**config.mk**
```make
export PLATFORM = sky130hd
export DESIGN_NAME = jtag_shift_controller
export DESIGN_NICKNAME = d
export VERILOG_FILES = /design/src/rtl/jtag_shift_controller.sv
export SDC_FILE = /design/constraint.sdc
export NUM_CORES = 1
export LEC_CHECK = 0
export CAP_MARGIN = 25
export CORE_UTILIZATION = 55
export DETAILED_ROUTE_END_ITERATION = 8
export GPL_ROUTABILITY_DRIVEN = 0
export MAX_ROUTING_LAYER = met4
export PLACE_DENSITY = 0.79
export SLEW_MARGIN = 10
export SYNTH_ARGS = -nofsm -noshare
export SYNTH_HDL_FRONTEND = slang
export SYNTH_SLANG_ARGS = --single-unit
```
**constraint.sdc**
```tcl
create_clock -name clk -period 4.41 [get_ports clk]
set_input_delay 0.6615 -clock clk [delete_from_list [all_inputs] [get_ports clk]]
set_output_delay 0.6615 -clock clk [all_outputs]
set_load 0.02 [all_outputs]
```
**src/rtl/jtag_shift_controller.sv**
```systemverilog
// JTAG master sequencer: walks one target TAP through IR/DR scans or a TAP reset,
// shifting cmd_data out LSB-first on Tdi and returning the captured Tdo bits.
module jtag_shift_controller #(
  parameter int MAX_LEN      = 32,
  parameter int LEN_W        = 6,
  parameter int RESET_CYCLES = 5
) (
  input  logic               clk,
  input  logic               reset,
  input  logic               cmd_valid,
  output logic               cmd_ready,
  input  logic               cmd_tap_reset,
  input  logic               cmd_ir,
  input  logic [LEN_W-1:0]   cmd_len,
  input  logic [MAX_LEN-1:0] cmd_data,
  output logic               rsp_valid,
  input  logic               rsp_ready,
  output logic [MAX_LEN-1:0] rsp_data,
  output logic               rsp_err,
  output logic               busy,
  output logic               Tms,
  output logic               Tdi,
  input  logic               Tdo
);

  localparam int RC_W  = $clog2(RESET_CYCLES + 1);
  localparam int CNT_W = (RC_W > LEN_W) ? RC_W : LEN_W;

  typedef enum logic [3:0] {
    TLR, IDLE, SEL_DR, SEL_IR, CAPTURE, SHIFT, EXIT1, UPDATE, RESP
  } state_t;

  state_t             state, state_nxt;
  logic [CNT_W-1:0]   cnt, cnt_nxt;
  logic [LEN_W-1:0]   len_q;
  logic               ir_q;
  logic               tap_q;
  logic [MAX_LEN-1:0] sh_q;
  logic [MAX_LEN-1:0] mask_q;
  logic               accept;
  logic               len_bad;
  logic               shift_data;
  logic               shift_data_nxt;

  // Tms value held during a cycle, keyed by the state owning that cycle.
  // SHIFT with cnt==0 is the entry cycle; cnt==i+1 carries data bit i.
  function automatic logic tms_of(state_t s, logic [CNT_W-1:0] c, logic [LEN_W-1:0] n);
    case (s)
      TLR:                 return c != CNT_W'(RESET_CYCLES);
      SEL_DR, SEL_IR, EXIT1: return 1'b1;
      SHIFT:               return c == CNT_W'(n);
      default:             return 1'b0;
    endcase
  endfunction

  assign cmd_ready      = (state == IDLE);
  assign rsp_valid      = (state == RESP);
  assign busy           = !(state inside {IDLE, RESP});
  assign accept         = cmd_valid && (state == IDLE);
  assign len_bad        = (cmd_len == '0) || (cmd_len > LEN_W'(MAX_LEN));
  assign shift_data     = (state == SHIFT) && (cnt != '0);
  assign shift_data_nxt = (state_nxt == SHIFT) && (cnt_nxt != '0);

  always_comb begin
    state_nxt = state;
    cnt_nxt   = cnt;
    case (state)
      TLR: begin
        if (cnt == CNT_W'(RESET_CYCLES)) begin
          state_nxt = tap_q ? RESP : IDLE;
          cnt_nxt   = '0;
        end else begin
          cnt_nxt = cnt + CNT_W'(1);
        end
      end
      IDLE: begin
        if (cmd_valid) begin
          cnt_nxt = '0;
          if (cmd_tap_reset)  state_nxt = TLR;
          else if (len_bad)   state_nxt = RESP;
          else                state_nxt = SEL_DR;
        end
      end
      SEL_DR:  state_nxt = ir_q ? SEL_IR : CAPTURE;
      SEL_IR:  state_nxt = CAPTURE;
      CAPTURE: begin
        state_nxt = SHIFT;
        cnt_nxt   = '0;
      end
      SHIFT: begin
        if (cnt == CNT_W'(len_q)) begin
          state_nxt = EXIT1;
          cnt_nxt   = '0;
        end else begin
          cnt_nxt = cnt + CNT_W'(1);
        end
      end
      EXIT1:   state_nxt = UPDATE;
      UPDATE:  state_nxt = RESP;
      RESP:    if (rsp_ready) state_nxt = IDLE;
      default: state_nxt = TLR;
    endcase
  end

  // Control, pins and response: registered outputs track the next cycle's state.
  always_ff @(posedge clk) begin
    if (reset) begin
      state    <= TLR;
      cnt      <= '0;
      tap_q    <= 1'b0;
      Tms      <= 1'b1;
      Tdi      <= 1'b0;
      rsp_data <= '0;
      rsp_err  <= 1'b0;
    end else begin
      state <= state_nxt;
      cnt   <= cnt_nxt;
      Tms   <= tms_of(state_nxt, cnt_nxt, len_q);
      Tdi   <= shift_data_nxt ? sh_q[0] : 1'b0;
      if (accept) begin
        tap_q    <= cmd_tap_reset;
        rsp_err  <= !cmd_tap_reset && len_bad;
        rsp_data <= '0;
      end else if (shift_data && Tdo) begin
        rsp_data <= rsp_data | mask_q;
      end
    end
  end

  // Command latch and shift datapath.
  always_ff @(posedge clk) begin
    if (accept) begin
      len_q  <= cmd_len;
      ir_q   <= cmd_ir;
      sh_q   <= cmd_data;
      mask_q <= MAX_LEN'(1);
    end else begin
      if (shift_data_nxt) sh_q   <= sh_q >> 1;
      if (shift_data)     mask_q <= mask_q << 1;
    end
  end

endmodule

```
### Yosys cells after proc, flatten, opt, wreduce, memory -nomap -nowiden

Index checks and enable logic that the tools add are counted.

| word-level totals | value |
|---|---|
| flip-flop bits (word level) | 117 |
| latch bits | 0 |
| bits in writable memories | 0 |
| ROM bits | 0 |
| bits of input ports | 45 |
| output and inout port bits | 38 |
| logic and storage cells | 65 |
| memories | 0 |

| operators by class | value |
|---|---|
| add/subtract/negate cells | 1 |
| $mul | 0 |
| div/mod/pow operators | 0 |
| order comparisons | 1 |
| equality and inequality tests | 16 |
| shift operators | 0 |
| mux-type cells | 16 |
| bitwise gates (word level) | 2 |
| reductions and logical operators | 18 |

Operators by type and width:

| cell | number |
|---|---|
| 32-bit two-way mux | 2 |
| 4-bit case mux with 9 select lines | 1 |
| 32-bit bitwise OR | 1 |
| 4-bit two-way mux | 7 |
| 4-bit by 3-bit equality test with 1-bit output, second input constant | 6 |
| 6-bit case mux with 4 select lines | 1 |
| 6-bit two-way mux | 3 |
| 4-bit by 2-bit equality test with 1-bit output, second input constant | 4 |
| 6-bit equality test | 2 |
| 6-bit nonzero test | 2 |
| 4-bit zero test | 2 |
| 6-bit by 1-bit adder with 6-bit output, second input constant | 1 |
| 6-bit by 3-bit equality test with 1-bit output, second input constant | 1 |
| 6-bit > comparator, second input constant | 1 |
| 6-bit zero test | 1 |
| 6-bit by 3-bit inequality test with 1-bit output, second input constant | 1 |
| 1-bit logical AND | 5 |
| 4-bit by 1-bit equality test with 1-bit output, second input constant | 1 |
| 4-bit equality test, second input constant | 1 |
| 2-bit nonzero test | 2 |
| 2-bit OR reduction | 2 |
| 3-bit two-way mux | 1 |
| 1-bit case mux with 3 select lines | 1 |
| 3-bit OR reduction | 1 |
| 3 further kinds | 4 |

### Depth between registers and ports, before layout

Gate-level depths: netlist of run 1.

| depth | value |
|---|---|
| word-level depth | 10 |
| gate-level depth with buffers | 10 |
| gate-level depth less buffers | 10 |

### Worst setup path after synthesis of run 1

OpenSTA, ideal clock, no wires.

| timing path | value |
|---|---|
| path type | in2reg |
| from | in cmd_len[0] |
| to | reg sh_q[0], enable pin |
| setup time | 0.389 ns |
| arrival time | 2.717 ns |
| data required time | 4.021 ns |
| path slack | 1.303 ns |
| cell stages on the path | 7 |
| cells stage by stage | or4_1 nor2_2 xnor2_1 a211oi_1 nand3_1 o21bai_1 nand2_1 |

| between the ends | value |
|---|---|
| cells in the longest elaborated chain, start to end | 9 |

RTL lines:

| element | RTL line | source |
|---|---|---|
| start, declared | 14 | `input logic [LEN_W-1:0] cmd_len,` |
| 6-bit > comparator or 6-bit zero test (tied branches) | 60 | `assign len_bad = (cmd_len == '0) \|\| (cmd_len > LEN_W'(MAX_LEN));` |
| 1-bit logical OR * | 60 |  |
| 4-bit two-way mux * | 80 | `else if (len_bad) state_nxt = RESP;` |
| 4-bit two-way mux * | 79 | `if (cmd_tap_reset) state_nxt = TLR;` |
| 4-bit two-way mux * | 77 | `if (cmd_valid) begin` |
| 4-bit case mux with 9 select lines * | 67 | `case (state)` |
| 4-bit by 3-bit equality test with 1-bit output * | 62 | `assign shift_data_nxt = (state_nxt == SHIFT) && (cnt_nxt != '0);` |
| 1-bit logical AND * | 62 |  |
| 2-bit nonzero test (no line) * | n/a |  |
| end signal, assigned | 135 | `sh_q <= cmd_data;` |
| end signal, assigned | 138 | `if (shift_data_nxt) sh_q <= sh_q >> 1;` |
| end, declared | 38 | `logic [MAX_LEN-1:0] sh_q;` |

Mark *: on every way between the ends. The rest lies on a longest branch, timed or not.
A chain may end at the register's enable or synchronous reset.

### Final worst setup path of run 1

| timing path | value |
|---|---|
| from | reg state[0] |
| to | out cmd_ready |

| between the ends | value |
|---|---|
| cells in the longest elaborated chain, start to end | 1 |

RTL lines:

| element | RTL line | source |
|---|---|---|
| start, declared | 33 | `state_t state, state_nxt;` |
| start signal, assigned | 116 | `state <= state_nxt;` |
| 4-bit by 1-bit equality test with 1-bit output | 56 | `assign cmd_ready = (state == IDLE);` |
| end, declared | 11 | `output logic cmd_ready,` |

Every way passes these cells.

==> summary.txt, run 1 <==
STA
  • Fin crit share: between 60% and 70%
  • Final Critical Period: 3.01 ns
  • F_max: 332 MHz
  • Worst Tran Pin Value: ~0.8 ns
  • Clock Skew: between 0.008 and 0.009 ns
  • Relative slew slack: around 45%
  • Slew Viols, Final: 0
  • Final hold viol count: 0
  • Setup TNS: 0 ns
  • Final setup vio count: 0
  • RSZ-0062 raised after global routing: no

GRT
  • Met1 usage: between 30% and 40%
  • GRT overflow: 0
  • Met3 usage: roughly 8%
  • Number of global-route vias before repair: 3820
  • GRT Overall Usage: 26.4%
  • Gr busiest metal: met2
  • Pin count of the biggest net entering global routing: 39
  • Routing usage on met2: a little over two fifths
  • First-pass GRT wire length: 17600 µm
  • Initial antenna violation count: 0

Critical path
  • Critical Path RT: between 3 and 4 ns
  • Reg2Reg Depth: 9
  • Reg-to-Reg Start: state[0]
  • Critical path launch point type: register
  • FF-to-FF End: sh_q[26]
  • Worst EP arrival: about 2.4 ns
  • R2R Setup Slk: between 1.5 and 2 ns
  • CP endpoint kind: primary output
  • CP Class: reg2out
  • Worst-path maximum fanout: 12
  • Worst Setup SP: state[0]

Clock tree
  • Clock-pin slew on the worst setup and hold paths: 0.06 ns
  • Post-CTS Setup Inserts: 0
  • CTS tree: done
  • CTS Buf Count: 17
  • CTS resizes: 0
  • CTS Hold Buffers Added: 0
  • H-tree levels: 4
  • Clock latency on the worst-skew pair: between 0.5 and 0.6 ns
  • Clock buffer depth: 2
  • Clock Sinks: about 120
  • Root buf cell: clkbuf_8

Synth
  • Syn Area/Cell: roughly 9 µm²
  • Asr flop ratio synth: 0%
  • Area share of the largest cell type after synthesis: between 30% and 40%
  • Sequential area share after synthesis: between 50% and 60%
  • Yosys cell types: between 50 and 60
  • Largest cells by area after synthesis: dfxtp_1, edfxtp_1, nand2_1
  • Cell area after synthesis: 4790 µm²
  • Post-synth EDFFs: 39
  • Register bit count reported by yosys: 117
  • Syn. warnings: 0
  • Syn Nets: ~580
  • Area leader, netlist: dfxtp_1
  • Post-Syn Instances: ~530
  • Synth Flop Type: dfxtp_1

Drt
  • Avg WL per Cell: roughly 15 µm
  • DRC: 0
  • DRT Wirelength: approximately 11000 µm
  • 1st-iter DRT viols: about 240
  • Pre-antenna DRT Iters: 5
  • Antenna Nets Post-Route: 0
  • Vias per std cell: 5.41
  • Vias after detailed routing: ~4000

Placed design
  • Buffers on Ports: just over 80
  • Post-DP HPWL: 6910 µm
  • Post-placement cell count: between 600 and 700

Floorplanning
  • Initial cell density of the core: roughly 58%
  • Chip width: around 95 µm
  • Die area: between 9000 and 10000 µm²
  • Core area: around 8300 µm²
  • # IOs: 83
  • Std-Cell Rows: 33
  • Die height: roughly 95 µm

Power and ir drop
  • Pwr per Cell Area: 461 nW/µm²
  • P_leak: about 2.5 nW
  • Worst IR Drop VDD: 0.304 mV

Outcome
  • Status: finished clean

Min path
  • Hold EP: mask_q[31]
  • Hold WC Path Type: reg2reg
  • Hold depth: 2
  • Worst Hold Launch: mask_q[31]

Final layout
  • Area grow syn2layout: 30.0%
  • Final core occ: approximately 75%
  • Most common cell after layout, fill and taps aside: nand2_1
  • Ratio of cells with drive above 1 in the final layout: under 10%
  • Layout net count: between 600 and 700
  • Antenna Cells: 0
  • Final std cells w/o fill: roughly 720
  • Commonest non-fill, non-tap cells in the layout: nand2_1, clkdlybuf4s50_1, dfxtp_1

Flow run
  • Maxcap violations: 0
==> worst max path at each step <==
stage	endpoint	slack (ns)
floorplan	sh_q[0]	1.30
global placement	sh_q[14]	1.08
detailed placement	sh_q[19]	1.01
CTS	cmd_ready	1.39
global route	cmd_ready	1.27
finish	cmd_ready	1.40
==> power breakdown <==
part,internal [mW],total (mW),switching [mW]
Sequential,1.23,1.33,0.100
Clock,0.805,1.30,0.498
Combinational,0.122,0.230,0.108
==> sequential cells by signal (all words and copies together) (netlist names) <==
name / flops
Tdi: 1
Tms: 1
cnt: 6
ir_q: 1
len_q: 6
mask_q: 32
rsp_data: 32
rsp_err: 1
sh_q: 32
state: 4
tap_q: 1
==> logic make-up after synthesis <==
group,count (synthesis),share of synthesized area (%)
muxes,3,0.654
buffers and inverters,37,3.97
AOI/OAI and AO/OA,95,11.7
and+or+nand+nor,257,22.8
DFF,117,57.1
xor gates and xnor gates,15,2.90
adders and majority gates,3,0.784
==> final cells by class <==
cell class | count | area (µm²)
clock buffer | 20 | 458
clock inverter | 12 | 118
fill | 592 | 2080
inverter | 7 | 26.3
multi-input combinational | 373 | 1870
sequential | 117 | 2730
tap | 105 | 131
timing repair buffer | 88 | 886
==> cell usage after synthesis (3+ instances only) <==
cell type / instances
ha_1: 3
dfxtp_1: 78
a21oi_1: 70
nor3_1: 4
inv_1: 6
o21ai_0: 4
nand2_1: 170
clkbuf_1: 17
buf_2: 4
buf_6: 3
xor2_1: 4
nand2b_1: 3
buf_1: 3
xnor2_1: 10
nor2_1: 52
edfxtp_1: 39
nand3_1: 5
==> critical path, cell delays in order, from the launching register on <==
cell	delay (ns)
dfxtp_1	0.57
or4b_4	0.54
inv_1	0.12
clkdlybuf4s50_1	0.62
==> layer usage <==
metal	wire (µm)	part of all wire [%]
met1	4560	42
met2	5290	49
met3	751	7.0
met4	180	1.7
met5	0	0
==> per-stage QoR <==
step | cell area [µm²] | hold slack (ns) | worst slack (ns) | power [mW]
after floorplan | 4790 | 0.436 | 1.30 | 1.47
after global placement | 5610 | 0.449 | 1.08 | 1.55
after detailed placement | 5650 | 0.453 | 1.01 | 1.57
after CTS | 6220 | 0.461 | 1.39 | 2.88
after global routing | 6220 | 0.486 | 1.27 | 2.97
final | 6220 | 0.460 | 1.40 | 2.87
No activity file was read; power rests on OpenSTA's default activity.
==> inputs of run 2 (changes only) <==
--- a/config.mk
+++ b/config.mk
@@ -6,11 +6,11 @@
 export NUM_CORES = 1
 export LEC_CHECK = 0
 export CAP_MARGIN = 25
-export CORE_UTILIZATION = 55
+export CORE_UTILIZATION = 47
 export DETAILED_ROUTE_END_ITERATION = 8
 export GPL_ROUTABILITY_DRIVEN = 0
 export MAX_ROUTING_LAYER = met4
-export PLACE_DENSITY = 0.79
+export PLACE_DENSITY = 0.71
 export SLEW_MARGIN = 10
 export SYNTH_ARGS = -nofsm -noshare
 export SYNTH_HDL_FRONTEND = slang
==> constraint.sdc (replaced) <==
create_clock -name clk -period 2.45 [get_ports clk]
set_input_delay 0.3675 -clock clk [delete_from_list [all_inputs] [get_ports clk]]
set_output_delay 0.3675 -clock clk [all_outputs]
set_load 0.02 [all_outputs]
==> run 2 against run 1 <==
- the flow now finishes with violations (negative setup slack)
- hold slack lost 0.041 ns
- design area grew 6.9%
- sequential share of layout area shrank 2.8 points
- non-clock buffer count grew 44
- highest routed layer unchanged
- critical path depth grew 6
- largest power group unchanged
- global-route usage shrank 3.3 points
- register-to-register slack lost 1.6 ns
- via count grew 2.3%
- combinational power grew 100%
- power grew 75%
==> summary.txt, run 2 (synthesis gave the netlist of run 1 again) <==
Outcome
  • Status: finished, violations left
  • Failing checks: negative setup slack

Clock tree
  • H-tree levels: 4 (unchanged)
  • Clock latency on the worst-skew pair: 0.51 ns (about the same)
  • Clock Sinks: 117 (unchanged)
  • CTS tree: done
  • CTS Buf Count: 17 (unchanged)
  • CTS Hold Buffers Added: 0 (unchanged)
  • Clock buffer depth: 2 (unchanged)
  • Root buf cell: clkbuf_8
  • Clock-pin slew on the worst setup and hold paths: 0.05 ns (about the same)

Drt
  • Antenna Nets Post-Route: 0 (unchanged)
  • Vias after detailed routing: 3994 (+2.3%)
  • Vias per std cell: 5.05 (-6.6%)
  • Pre-antenna DRT Iters: 4 (-1)
  • Avg WL per Cell: 14.2 µm (-4.7%)
  • 1st-iter DRT viols: 109 (-55%)
  • DRC: 0 (unchanged)
  • DRT Wirelength: 11300 µm (+4.4%)

Critical path
  • CP Class: reg2reg
  • Critical Path RT: 2.72 ns (-1.03 ns)
  • CP endpoint kind: register
  • Worst Setup SP: len_q[5]
  • Worst-path maximum fanout: 16 (+4)
  • Worst EP arrival: 2.79 ns (+0.44 ns)
  • Critical path launch point type: register
  • Reg-to-Reg Start: len_q[5]

Final layout
  • Ratio of cells with drive above 1 in the final layout: 16.4% (+7.0 points)
  • Layout net count: 696 (+6.7%)
  • Antenna Cells: 0 (unchanged)
  • Area grow syn2layout: 38.9%
  • Final core occ: 67.7% (-7.2 points)
  • Fillers: 787 (+33%)
  • Largest registers: mask_q: 32 flops, rsp_data: 32 flops, sh_q: 32 flops
  • Most common cell after layout, fill and taps aside: nand2_1
  • Commonest non-fill, non-tap cells in the layout: nand2_1, clkdlybuf4s50_1, dfxtp_1

STA
  • Clock Skew: 0.00600 ns (-0.00212 ns)
  • Slew Viols, Final: 0 (unchanged)
  • Final hold viol count: 0 (unchanged)
  • Fin crit share: 103%
  • Final Critical Period: 2.52 ns
  • Fin worst setup slack: -0.0676 ns (-1.47 ns)
  • F_max: 397 MHz
  • Setup TNS: -1.89 ns (-1.89 ns)
  • Final setup vio count: 31 (+31)
  • Relative slew slack: 54.7% (+9.6 points)
  • RSZ-0062 raised after global routing: yes
  • Final Hold Slack: 0.418 ns (-0.0415 ns)
  • Worst Tran Pin Value: 0.680 ns (-0.143 ns)

Power and ir drop
  • Worst IR Drop VDD: 0.506 mV (+66%)
  • P_leak: 2.72 nW (+9.6%)
  • Final Power: 5.02 mW (+75%)
  • Pwr per Cell Area: 754 nW/µm² (+64%)

GRT
  • Initial antenna violation count: 0 (unchanged)
  • Number of global-route vias before repair: 3802 (-0.47%)
  • Pin count of the biggest net entering global routing: 47 (+21%)
  • First-pass GRT wire length: 17800 µm (+1.5%)
  • GRT Overall Usage: 23.1% (-3.3 points)
  • GRT overflow: 0 (unchanged)

Floorplanning
  • Core area: 9820 µm² (+18%)
  • Die height: 103 µm (+8.0%)
  • Initial cell density of the core: 48.7% (-8.9 points)
  • # IOs: 83 (unchanged)
  • Die area: 10600 µm² (+17%)
  • Std-Cell Rows: 36 (+9.1%)
  • Chip width: 103 µm (+8.0%)

Min path
  • Worst Hold Launch: cmd_ir
  • Hold WC Path Type: in2reg

Flow run
  • Maxcap violations: 0 (unchanged)

Placed design
  • Buffers on Ports: 82 (unchanged)
  • Post-DP HPWL: 7430 µm (+7.5%)
  • Setup WS pre-CTS: -0.428 ns (-1.43 ns)
## run 2: cell types whose count changed in the layout (fill, tap and decap cells not counted), moves of 3 or more
cell and change:
buf_4 +41, clkbuf_1 +4, buf_12 +3, clkinv_2 +3
clkinv_4 -3, clkinvlp_4 -3, inv_6 -3, xnor2_1 -3
xnor2_2 +3
## run 2: layer usage
metal  up-vias  routed length [µm]  GRT usage, %
met5         -                   0             -
met4         0                 223          9.43
met3        25                 583          5.97
met2       107                5290          35.9
met1      1862                5170          28.6
li1       2000                   -             -
## run 2: path summary, 6_finish.rpt
kind	to	slack (ns)	depth (start not counted)
worst min-delay path	ir_q	0.42	1
worst max-delay path	sh_q[23]	-0.07	9
worst max register to register	sh_q[23]	-0.07	9
worst min register to register	mask_q[0]	0.46	2
## run 2: metrics by stage
step	std cells	cell area [µm²]
6_report	791	6650
5_1_grt	791	6650
4_1_cts	786	6540
3_5_place_dp	756	6000
3_3_place_gp	756	6000
2_1_floorplan	527	4790
## run 2: worst max-delay path, stage by stage (launching register included)
cell	delay (ns)
edfxtp_1	0.44
xnor2_2	0.23
a41oi_2	0.17
nor3_4	0.31
buf_4	0.17
a2bb2oi_1	0.21
nand4_1	0.19
o21bai_2	0.26
nand2_4	0.11
buf_12	0.18
## run 2: repair_timing
| action | 4_1_cts | 5_1_grt |
|---|---|---|
| gates resized for setup | 6 | 15 |
| setup buffers | 1 | 5 |
| endpoints found under the setup margin | 34 | 36 |
| cloned | 0 | 0 |
| pin swaps | 2 | 11 |
## run 2: where the power goes
| part | switching, mW | total (mW) | internal (mW) |
|---|---|---|---|
| sequential | 0.174 | 2.40 | 2.22 |
| combinational | 0.209 | 0.471 | 0.262 |
| clock | 0.790 | 2.15 | 1.36 |
## run 2: cell type report
type                       count  area (µm²)  area share [%]
clock buffer                  25         495            7.45
clock inverter                 4        21.3           0.320
inverter                       7        26.3           0.395
multi-input combinational    373        1950            29.4
sequential                   117        2740            41.2
tap                          133         166            2.50
timing repair buffer         132        1250            18.8
